**src/rtl/noc_outport_tx_if.sv**
```systemverilog
// noc_outport_tx_if: local flit handshake plus BiNoC link signals of one router output port
//   master: local controller / link environment (drives PacketIn, reqOutCtr, dirGnt, linkFull)
//   slave : the transmitter (drives gntOutCtr, txFull, txEmpty, dirReq, linkOut, linkValid, protoErr)
interface noc_outport_tx_if #(parameter int dataWidth = 32);
  logic [dataWidth-1:0] PacketIn, linkOut;
  logic reqOutCtr, gntOutCtr, txFull, txEmpty, dirReq, dirGnt, linkValid, linkFull, protoErr;
  modport master(
    output PacketIn, reqOutCtr, dirGnt, linkFull,
    input gntOutCtr, txFull, txEmpty, dirReq, linkOut, linkValid, protoErr
  );
  modport slave(
    input PacketIn, reqOutCtr, dirGnt, linkFull,
    output gntOutCtr, txFull, txEmpty, dirReq, linkOut, linkValid, protoErr
  );
endinterface

```
**src/rtl/noc_outport_tx.sv**
```systemverilog
// noc_outport_tx: buffers local flits and streams whole packets onto a negotiated bidirectional link
//   clk, rst : clock, asynchronous active-high reset
//   bus      : slave side of noc_outport_tx_if (local req/gnt, buffer status, dirReq/dirGnt, link data, protoErr)
module noc_outport_tx #(
  parameter int dataWidth = 32,
  parameter int addressWidth = 2,
  parameter int dim = 2
) (
  input logic clk,
  input logic rst,
  noc_outport_tx_if.slave bus
);
  typedef enum logic [1:0] {IDLE, REQ, SEND, RELEASE} state_t;
  localparam int Depth = 2 ** addressWidth;
  state_t r_state, w_next;
  logic [dataWidth-1:0] r_mem [Depth];
  logic [addressWidth:0] r_wptr, r_rptr;
  logic r_gnt, r_err;
  logic w_full, w_empty, w_push, w_valid, w_xfer;
  logic [dataWidth-1:0] w_head;
  logic [1:0] w_type;
  // the x/y header fields are only carried, but they must fit beside the type bits
  if (4 * dim > dataWidth - 2) begin : g_dim_chk
    $error("noc_outport_tx: header coordinates do not fit in the flit");
  end
  assign w_full = (r_wptr[addressWidth-1:0] == r_rptr[addressWidth-1:0]) && (r_wptr[addressWidth] != r_rptr[addressWidth]);
  assign w_empty = r_wptr == r_rptr;
  assign w_push = bus.reqOutCtr && !w_full && !rst;
  assign w_head = r_mem[r_rptr[addressWidth-1:0]];
  assign w_type = w_head[dataWidth-1 -: 2];
  // link is driven only while we own it and have data; a lost grant or underrun idles it
  assign w_valid = !rst && r_state == SEND && bus.dirGnt && !w_empty;
  assign w_xfer = w_valid && !bus.linkFull;
  always_ff @(posedge clk)
    if (w_push) r_mem[r_wptr[addressWidth-1:0]] <= bus.PacketIn;
  always_ff @(posedge clk or posedge rst)
    if (rst) begin
      r_state <= IDLE;
      r_wptr <= '0;
      r_rptr <= '0;
      r_gnt <= 1'b0;
      r_err <= 1'b0;
    end else begin
      r_state <= w_next;
      r_wptr <= r_wptr + (addressWidth + 1)'(w_push);
      r_rptr <= r_rptr + (addressWidth + 1)'(w_xfer);
      r_gnt <= w_push;
      r_err <= r_err | (r_state == SEND && !bus.dirGnt);
    end
  // type bit 1 marks head/single (packet start), bit 0 marks tail/single (packet end)
  always_comb begin
    w_next = r_state;
    w_next = r_state == IDLE ? ((!w_empty && w_type[1]) ? REQ : IDLE) :
             r_state == REQ  ? (bus.dirGnt ? SEND : REQ) :
             r_state == SEND ? ((w_xfer && w_type[0]) ? RELEASE : SEND) : IDLE;
  end
  assign bus.gntOutCtr = r_gnt;
  assign bus.txFull = w_full;
  assign bus.txEmpty = w_empty;
  assign bus.dirReq = r_state == REQ || r_state == SEND;
  assign bus.linkValid = w_valid;
  assign bus.linkOut = w_valid ? w_head : '0;
  assign bus.protoErr = r_err;
endmodule

```
**src/flat_wrapper.sv**
```systemverilog
// flat-port wrapper written by rule: the top's interface ports become plain ports
module noc_outport_tx_flat 
#(
  parameter int dataWidth = 32,
  parameter int addressWidth = 2,
  parameter int dim = 2
)
  (clk, rst, bus_PacketIn, bus_reqOutCtr, bus_dirGnt, bus_linkFull, bus_gntOutCtr, bus_txFull, bus_txEmpty, bus_dirReq, bus_linkOut, bus_linkValid, bus_protoErr);
  noc_outport_tx_if #(.dataWidth(dataWidth)) bus_i ();
  input logic clk;
  input logic rst;
  input wire logic [$bits(bus_i.PacketIn)-1:0] bus_PacketIn;
  input wire logic [$bits(bus_i.reqOutCtr)-1:0] bus_reqOutCtr;
  input wire logic [$bits(bus_i.dirGnt)-1:0] bus_dirGnt;
  input wire logic [$bits(bus_i.linkFull)-1:0] bus_linkFull;
  output wire logic [$bits(bus_i.gntOutCtr)-1:0] bus_gntOutCtr;
  output wire logic [$bits(bus_i.txFull)-1:0] bus_txFull;
  output wire logic [$bits(bus_i.txEmpty)-1:0] bus_txEmpty;
  output wire logic [$bits(bus_i.dirReq)-1:0] bus_dirReq;
  output wire logic [$bits(bus_i.linkOut)-1:0] bus_linkOut;
  output wire logic [$bits(bus_i.linkValid)-1:0] bus_linkValid;
  output wire logic [$bits(bus_i.protoErr)-1:0] bus_protoErr;
  assign bus_i.PacketIn = bus_PacketIn;
  assign bus_i.reqOutCtr = bus_reqOutCtr;
  assign bus_i.dirGnt = bus_dirGnt;
  assign bus_i.linkFull = bus_linkFull;
  assign bus_gntOutCtr = bus_i.gntOutCtr;
  assign bus_txFull = bus_i.txFull;
  assign bus_txEmpty = bus_i.txEmpty;
  assign bus_dirReq = bus_i.dirReq;
  assign bus_linkOut = bus_i.linkOut;
  assign bus_linkValid = bus_i.linkValid;
  assign bus_protoErr = bus_i.protoErr;
  noc_outport_tx #(.dataWidth(dataWidth), .addressWidth(addressWidth), .dim(dim)) u_core (.clk(clk), .rst(rst), .bus(bus_i));
endmodule
```
**config.mk**
```make
export PLATFORM = sky130hd
export DESIGN_NAME = noc_outport_tx_flat
export DESIGN_NICKNAME = d
export VERILOG_FILES = /design/src/rtl/noc_outport_tx_if.sv /design/src/rtl/noc_outport_tx.sv /design/src/flat_wrapper.sv
export SDC_FILE = /design/constraint.sdc
export NUM_CORES = 1
export LEC_CHECK = 0
export ABC_AREA = 1
export CORE_UTILIZATION = 23
export CTS_CLUSTER_DIAMETER = 100
export DETAILED_ROUTE_END_ITERATION = 10
export HOLD_SLACK_MARGIN = 0.15
export PLACE_DENSITY = 0.37
export SYNTH_ARGS = -nofsm -noshare
export SYNTH_HDL_FRONTEND = slang
export SYNTH_SLANG_ARGS = --single-unit
```
**constraint.sdc**
```tcl
create_clock -name clk -period 6.46 [get_ports clk]
set_clock_uncertainty 0.2 [all_clocks]
set_input_delay 1.938 -clock clk [delete_from_list [all_inputs] [get_ports clk]]
set_output_delay 1.938 -clock clk [all_outputs]
set_load 0.005 [all_outputs]
```
==> results of run 1 <==
[worst max-delay path, stage by stage]
cell             delay [ns]
clkdlybuf4s50_1        0.51
nand2_1                0.07
nor2_1                 0.20
nand2_4                0.26
buf_4                  0.26
a21oi_1                0.12
clkdlybuf4s50_1        0.52
[placed cells by master, fill, tap and decap left out]
master	netlist	layout
clkdlybuf4s50_1	0	74
dfrtp_1	10	8
o21ai_0	62	62
nand3_1	3	3
or2_0	1	1
clkinv_4	0	3
edfxtp_1	128	128
a21oi_2	11	11
inv_2	3	3
ha_1	7	7
inv_1	17	17
nand2_4	1	1
a21oi_1	20	20
bufinv_16	0	1
nor3_2	0	4
nand2_2	2	2
nand3_2	1	1
o22ai_1	1	1
nand2_1	15	15
clkinv_1	0	2
nand4_1	1	1
clkinv_2	0	4
dfrtp_2	0	2
nand3_4	1	1
clkbuf_1	10	1
o21bai_1	2	2
a211oi_1	1	1
clkinvlp_4	0	3
buf_4	7	12
xor2_1	2	2
clkbuf_16	0	17
nor2_1	127	127
and2_1	1	1
[kinds of logic (layout without fill, tap and decap cells)]
| group | Yosys count | in the layout | synth area share |
|---|---|---|---|
| buf+inv | 44 | 137 | 0.04002 |
| fa+ha+maj | 7 | 7 | 0.01565 |
| flops | 138 | 138 | 0.7315 |
| simple gates | 157 | 157 | 0.1140 |
| compound gates | 97 | 97 | 0.09569 |
| xor+xnor | 2 | 2 | 0.003130 |
[area by class of cell]
cell class,count,share of cell area
clock inverter,13,0.01470
clock buffer,18,0.05931
timing repair buffer,86,0.1148
tap,319,0.05516
multi-input combinational,263,0.1795
sequential,138,0.5661
inverter,20,0.01038
[layer usage]
metal  track usage  vias to the layer above  wire length (um)  part of all wire
met5             0                        -                 0                 0
met4       0.05357                        0               238             0.017
met3       0.02655                       12               515             0.038
met2        0.1940                       63              6797              0.50
met1        0.1474                     1732              6117              0.45
li1              -                     1719                 -                 -
[power by group]
| part | switching [mW] | total [mW] | internal (mW) |
|---|---|---|---|
| logic | 0.467 | 0.691 | 0.225 |
| registers | 0.0460 | 1.14 | 1.10 |
| clock network | 0.360 | 0.881 | 0.521 |
| total | 0.872 | 2.72 | 1.84 |
[through the flow]
| step | hold slack [ns] | std cells | instance area [um^2] |
|---|---|---|---|
| CTS | 0.2879 | 857 | 7236 |
| global route | 0.2999 | 857 | 7236 |
| detailed placement | 0.2705 | 826 | 6700 |
| finish | 0.2748 | 857 | 7236 |
| global placement | 0.2640 | 826 | 6700 |
| floorplan | 0.2627 | 445 | 5597 |
[sequential cells by signal, summed over array words and instances (netlist names)]
register / cells
u_core.bus.gntOutCtr: 1
u_core.bus.protoErr: 1
u_core.r_mem: 128
u_core.r_rptr: 3
u_core.r_state: 2
u_core.r_wptr: 3
[final timing paths]
kind,cells after the start,endpoint,slack (ns)
max,7,bus_linkOut[14],0.43
min,1,u_core.bus.protoErr,0.27
max reg2reg,9,u_core.r_wptr[2],3.95
min reg2reg,1,u_core.bus.protoErr,0.27
max in group asynchronous,3,u_core.r_rptr[1],4.25
min in group asynchronous,3,u_core.bus.protoErr,1.65
==> impl_metrics.env, run 1 <==
export IMPL_clk_pin_slew_worst_paths_ns=0.06
export IMPL_fin_crit_sh=0.9333
export IMPL_slew_headroom=0.4582
export IMPL_timing_hold_violations_final=0
export IMPL_cts_sinks=138
export IMPL_layout_drive_gt1_share=0.1208
export IMPL_port_buffer_count=74
export IMPL_yosysSeqAreaShare=0.7315
export IMPL_cts_tree="yes"
export IMPL_clock_insertion_delay_worst_skew_ns=0.41
export IMPL_drc_errors=0
export IMPL_worstMarginPinSlew_ns=0.8115
export IMPL_crit_start="bus_dirGnt"
export IMPL_fill_cells=2435
export IMPL_fp_coreArea_mm2=0.02368
export IMPL_wl_mm=13.67
export IMPL_synth_edf_count=128
export IMPL_drtIter0Drc=174
export IMPL_setup_worst_path_class="in -> out"
export IMPL_rsz0062_at_grt="no"
export IMPL_layout_setup_ws_ns=0.4309
export IMPL_grt_usage=0.1180
export IMPL_setup_viol=0
export IMPL_cts_hold_buf=0
export IMPL_clockBufferDepth=2
export IMPL_antenna_found_initial=0
export IMPL_crit_fanout=20
export IMPL_synth_nets=489
export IMPL_drt_pass1_iter_count=4
export IMPL_multi_input_area_mm2=0.001299
export IMPL_overflow=0
export IMPL_initial_core_util=0.2363
export IMPL_viasPerCell=4.114
export IMPL_cts_post_setup_buffers_inserted=0
export IMPL_vias=3526
export IMPL_grt_pass1_vias=3569
export IMPL_status="complete, no violations"
export IMPL_ys_flop_type="edfxtp_1"
export IMPL_hold_path_class="reg -> reg"
export IMPL_synth_area_leaders="edfxtp_1, nor2_1, o21ai_0"
export IMPL_synth_cells=445
export IMPL_clockRootBuffer="clkbuf_16"
export IMPL_die_w_um=158.0
export IMPL_hpwl_mm=7.759
export IMPL_synth_top_area_frac=0.6868
export IMPL_synth_distinct_cells=28
export IMPL_row_count=56
export IMPL_cp_start_kind="input port"
export IMPL_syn_to_final_growth_pct=29.29
export IMPL_dieArea_mm2=0.02496
export IMPL_synth_common_cells="edfxtp_1, nor2_1, o21ai_0"
export IMPL_worst_setup_path_end_kind="primary output"
export IMPL_p_leak_nw=2.483
export IMPL_die_h_um=158.0
export IMPL_r2r_start="u_core.r_rptr[1]"
export IMPL_fin_tns_setup_ns=0
export IMPL_fmax_mhz=165.9
export IMPL_fin_nets=570
export IMPL_yosys_register_bits=138
export IMPL_htree_levels=4
export IMPL_min_period_ns=6.029
export IMPL_netlist_area_mm2=0.005597
export IMPL_synth_async_reset_ratio=0.07246
export IMPL_antenna_left=0
export IMPL_irDropWorstVdd_mv=0.1706
export IMPL_pre_cts_slack_ns=0.4007
export IMPL_required_ns=4.32
export IMPL_slew_violations=0
export IMPL_hp_start="u_core.bus.protoErr"
export IMPL_synth_top_cell_by_area="edfxtp_1"
export IMPL_grt_pass1_wl_mm=20.93
export IMPL_ctsResizeCount=0
export IMPL_syn_avg_cell_area_um2=12.58
export IMPL_grt_max_degree=65
export IMPL_top_level_ports=75
export IMPL_yosys_warnings=0
export IMPL_maxCapViolations=0
export IMPL_synth_most_common_cell="edfxtp_1"
export IMPL_cp_arrival_ns=3.89
export IMPL_register_area_mm2=0.004096
export IMPL_post_drt_wl_per_cell_um=15.95
export IMPL_p_per_area_mw_per_mm2=375.3
export IMPL_antenna_cells=0
export IMPL_fin_util=0.3055
export IMPL_gp_congestion=0.6818
export IMPL_cts_buffers_inserted=17
export IMPL_finalPower_mw=2.715
Note: power is estimated with default switching activity, not from simulation.
==> run 2: changes to the inputs <==
--- a/config.mk
+++ b/config.mk
@@ -6,11 +6,11 @@
 export NUM_CORES = 1
 export LEC_CHECK = 0
 export ABC_AREA = 1
-export CORE_UTILIZATION = 23
+export CORE_UTILIZATION = 49
 export CTS_CLUSTER_DIAMETER = 100
 export DETAILED_ROUTE_END_ITERATION = 10
 export HOLD_SLACK_MARGIN = 0.15
-export PLACE_DENSITY = 0.37
+export PLACE_DENSITY = 0.72
 export SYNTH_ARGS = -nofsm -noshare
 export SYNTH_HDL_FRONTEND = slang
 export SYNTH_SLANG_ARGS = --single-unit
==> constraint.sdc (replaced) <==
create_clock -name clk -period 5.1 [get_ports clk]
set_clock_uncertainty 0.2 [all_clocks]
set_input_delay 1.53 -clock clk [delete_from_list [all_inputs] [get_ports clk]]
set_output_delay 1.53 -clock clk [all_outputs]
set_load 0.005 [all_outputs]
==> run 2 against run 1 <==
Flip-flop and latch count did not move. Critical path depth stayed put. Highest routed layer unchanged. Clock-buffer cell count stayed put. Wire length down 16%. First-iteration DRC count up 56%. Register-to-register slack worse by 1.1 ns. Utilization increased by 35 points. Global-route usage rose by 9.4 points. Setup slack got worse by 0.34 ns. Critical path type unchanged. Hold slack improved by 0.0088 ns.
==> impl_metrics.env, run 2 (synthesis gave the netlist of run 1 again) <==
export IMPL_setup_worst_path_class="in -> out"
export IMPL_worst_setup_path_end_kind="primary output"
export IMPL_die_w_um=108.9
export IMPL_hpwl_mm=6.836
export IMPL_slew_headroom=0.7161
export IMPL_timing_hold_violations_final=0
export IMPL_dp_cells=652
export IMPL_fin_tns_setup_ns=0
export IMPL_cts_sinks=138
export IMPL_finalPower_mw=3.667
export IMPL_htree_levels=4
export IMPL_maxCapViolations=0
export IMPL_slew_violations=0
export IMPL_clk_pin_slew_worst_paths_ns=0.06
export IMPL_cp_top_family="buffers and inverters"
export IMPL_met3_usage=0.05918
export IMPL_gr_usage_met2=0.3446
export IMPL_cts_hold_buf=0
export IMPL_drt_pass1_iter_count=4
export IMPL_vias=3567
export IMPL_final_area_mm2=0.007192
export IMPL_fp_coreArea_mm2=0.01098
export IMPL_clock_insertion_delay_worst_skew_ns=0.41
export IMPL_cts_buffers_inserted=17
export IMPL_p_per_area_mw_per_mm2=509.9
export IMPL_dieArea_mm2=0.01185
export IMPL_seq_power_share=0.392
export IMPL_fmax_mhz=199.8
export IMPL_final_cell_mix="edfxtp_1, nor2_1, clkdlybuf4s50_1"
export IMPL_power_share_switching=0.2897
export IMPL_hold_path_class="reg -> reg"
export IMPL_syn_to_final_growth_pct=28.50
export IMPL_path_cells="clkdlybuf4s50_1 > nand2_1 > nor2_2 > nand2_4 > buf_12 > a21oi_1 > clkdlybuf4s50_1"
export IMPL_rsz0062_at_grt="no"
export IMPL_grt_max_degree=36
export IMPL_final_common_cell="edfxtp_1"
export IMPL_pwr_share_comb=0.239
export IMPL_clockBufferDepth=2
export IMPL_largest_reg_flops=128
export IMPL_grt_usage=0.2123
export IMPL_irDropWorstVdd_mv=0.2574
export IMPL_p_sw_mw=1.062
export IMPL_place_area_mm2=0.006538
export IMPL_layout_setup_ws_ns=0.09527
export IMPL_antenna_cells=0
export IMPL_wl_mm=11.42
export IMPL_drc_errors=0
export IMPL_p_clk_frac=0.369
export IMPL_ctsResizeCount=0
export IMPL_cell_internal_pwr_mw=2.605
export IMPL_layout_drive_gt1_share=0.1289
export IMPL_antenna_left=0
export IMPL_row_count=38
export IMPL_fin_crit_sh=0.9813
export IMPL_cts_post_setup_buffers_inserted=0
export IMPL_use_met1=0.2668
export IMPL_min_period_ns=5.005
export IMPL_cp_slowest_stage_delay_ns=0.54
export IMPL_overflow=0
export IMPL_grt_busiest_layer="met2"
export IMPL_pre_cts_slack_ns=0.06756
export IMPL_fill_cells=811
export IMPL_setup_viol=0
export IMPL_fin_cells=683
export IMPL_post_drt_wl_per_cell_um=16.72
export IMPL_cts_tree="yes"
export IMPL_port_buffer_count=74
export IMPL_cp_num_buf_inv=3
export IMPL_fin_nets=575
export IMPL_grt_pass1_wl_mm=18.24
export IMPL_drtIter0Drc=271
export IMPL_die_h_um=108.9
export IMPL_worstMarginPinSlew_ns=0.4259
export IMPL_top_level_ports=75
export IMPL_cp_start_kind="input port"
export IMPL_grt_pass1_vias=3610
export IMPL_gp_congestion=0.8004
export IMPL_initial_core_util=0.5096
export IMPL_p_leak_nw=2.582
export IMPL_critPathSlowestCell="clkdlybuf4s50_1"
export IMPL_clockRootBuffer="clkbuf_16"
export IMPL_antenna_found_initial=0
export IMPL_required_ns=3.37
export IMPL_crit_fanout=16
export IMPL_status="complete, no violations"
export IMPL_viasPerCell=5.223
export IMPL_crit_top_cell="clkdlybuf4s50_1"
export IMPL_cp_arrival_ns=3.27
## run 2: path summary, 6_finish.rpt
path / from / to / slack [ns] / cells after the start
min in group asynchronous: rst / u_core.bus.protoErr / 1.24 / 3
worst max register to register: u_core.r_rptr[0] / u_core.r_mem[1][2] / 2.82 / 7
max in group asynchronous: rst / u_core.r_rptr[0] / 3.29 / 3
worst min register to register: u_core.bus.protoErr / u_core.bus.protoErr / 0.28 / 1
worst min-delay path: u_core.bus.protoErr / u_core.bus.protoErr / 0.28 / 1
worst max-delay path: bus_dirGnt / bus_linkOut[21] / 0.1 / 7
## run 2: final cells by class
| type | count | area (um^2) | area share |
|---|---|---|---|
| Clock buffer | 18 | 429.2 | 0.05967 |
| Clock inverter | 13 | 222.7 | 0.03097 |
| Inverter | 20 | 75.07 | 0.01044 |
| Multi-Input combinational cell | 263 | 1301 | 0.1809 |
| Sequential cell | 138 | 4095 | 0.5694 |
| Tap cell | 140 | 175.2 | 0.02436 |
| Timing Repair Buffer | 91 | 893.4 | 0.1242 |
## run 2: per-stage QoR
| stage | util | hold WS (ns) |
|---|---|---|
| after global routing | 0.6548 | 0.3044 |
| after global placement | 0.5952 | 0.2685 |
| final | 0.6548 | 0.2836 |
| after CTS | 0.6546 | 0.2863 |
| after detailed placement | 0.5952 | 0.2696 |
| after floorplan | - | 0.2627 |
## run 2: routing by layer
| layer | vias to the layer above | share of wire |
|---|---|---|
| li1 | 1731 | - |
| met1 | 1714 | 0.43 |
| met2 | 116 | 0.51 |
| met3 | 6 | 0.053 |
| met4 | 0 | 0.0067 |
| met5 | - | 0 |
## run 2: power groups by stage
stage	clock, mW	combinational, mW	sequential [mW]
final	1.35	0.877	1.44
after global routing	1.42	0.993	1.45
after CTS	1.38	0.889	1.44
after detailed placement	0	0.876	1.46
after global placement	0	0.853	1.45
after floorplan	0	0.592	1.45
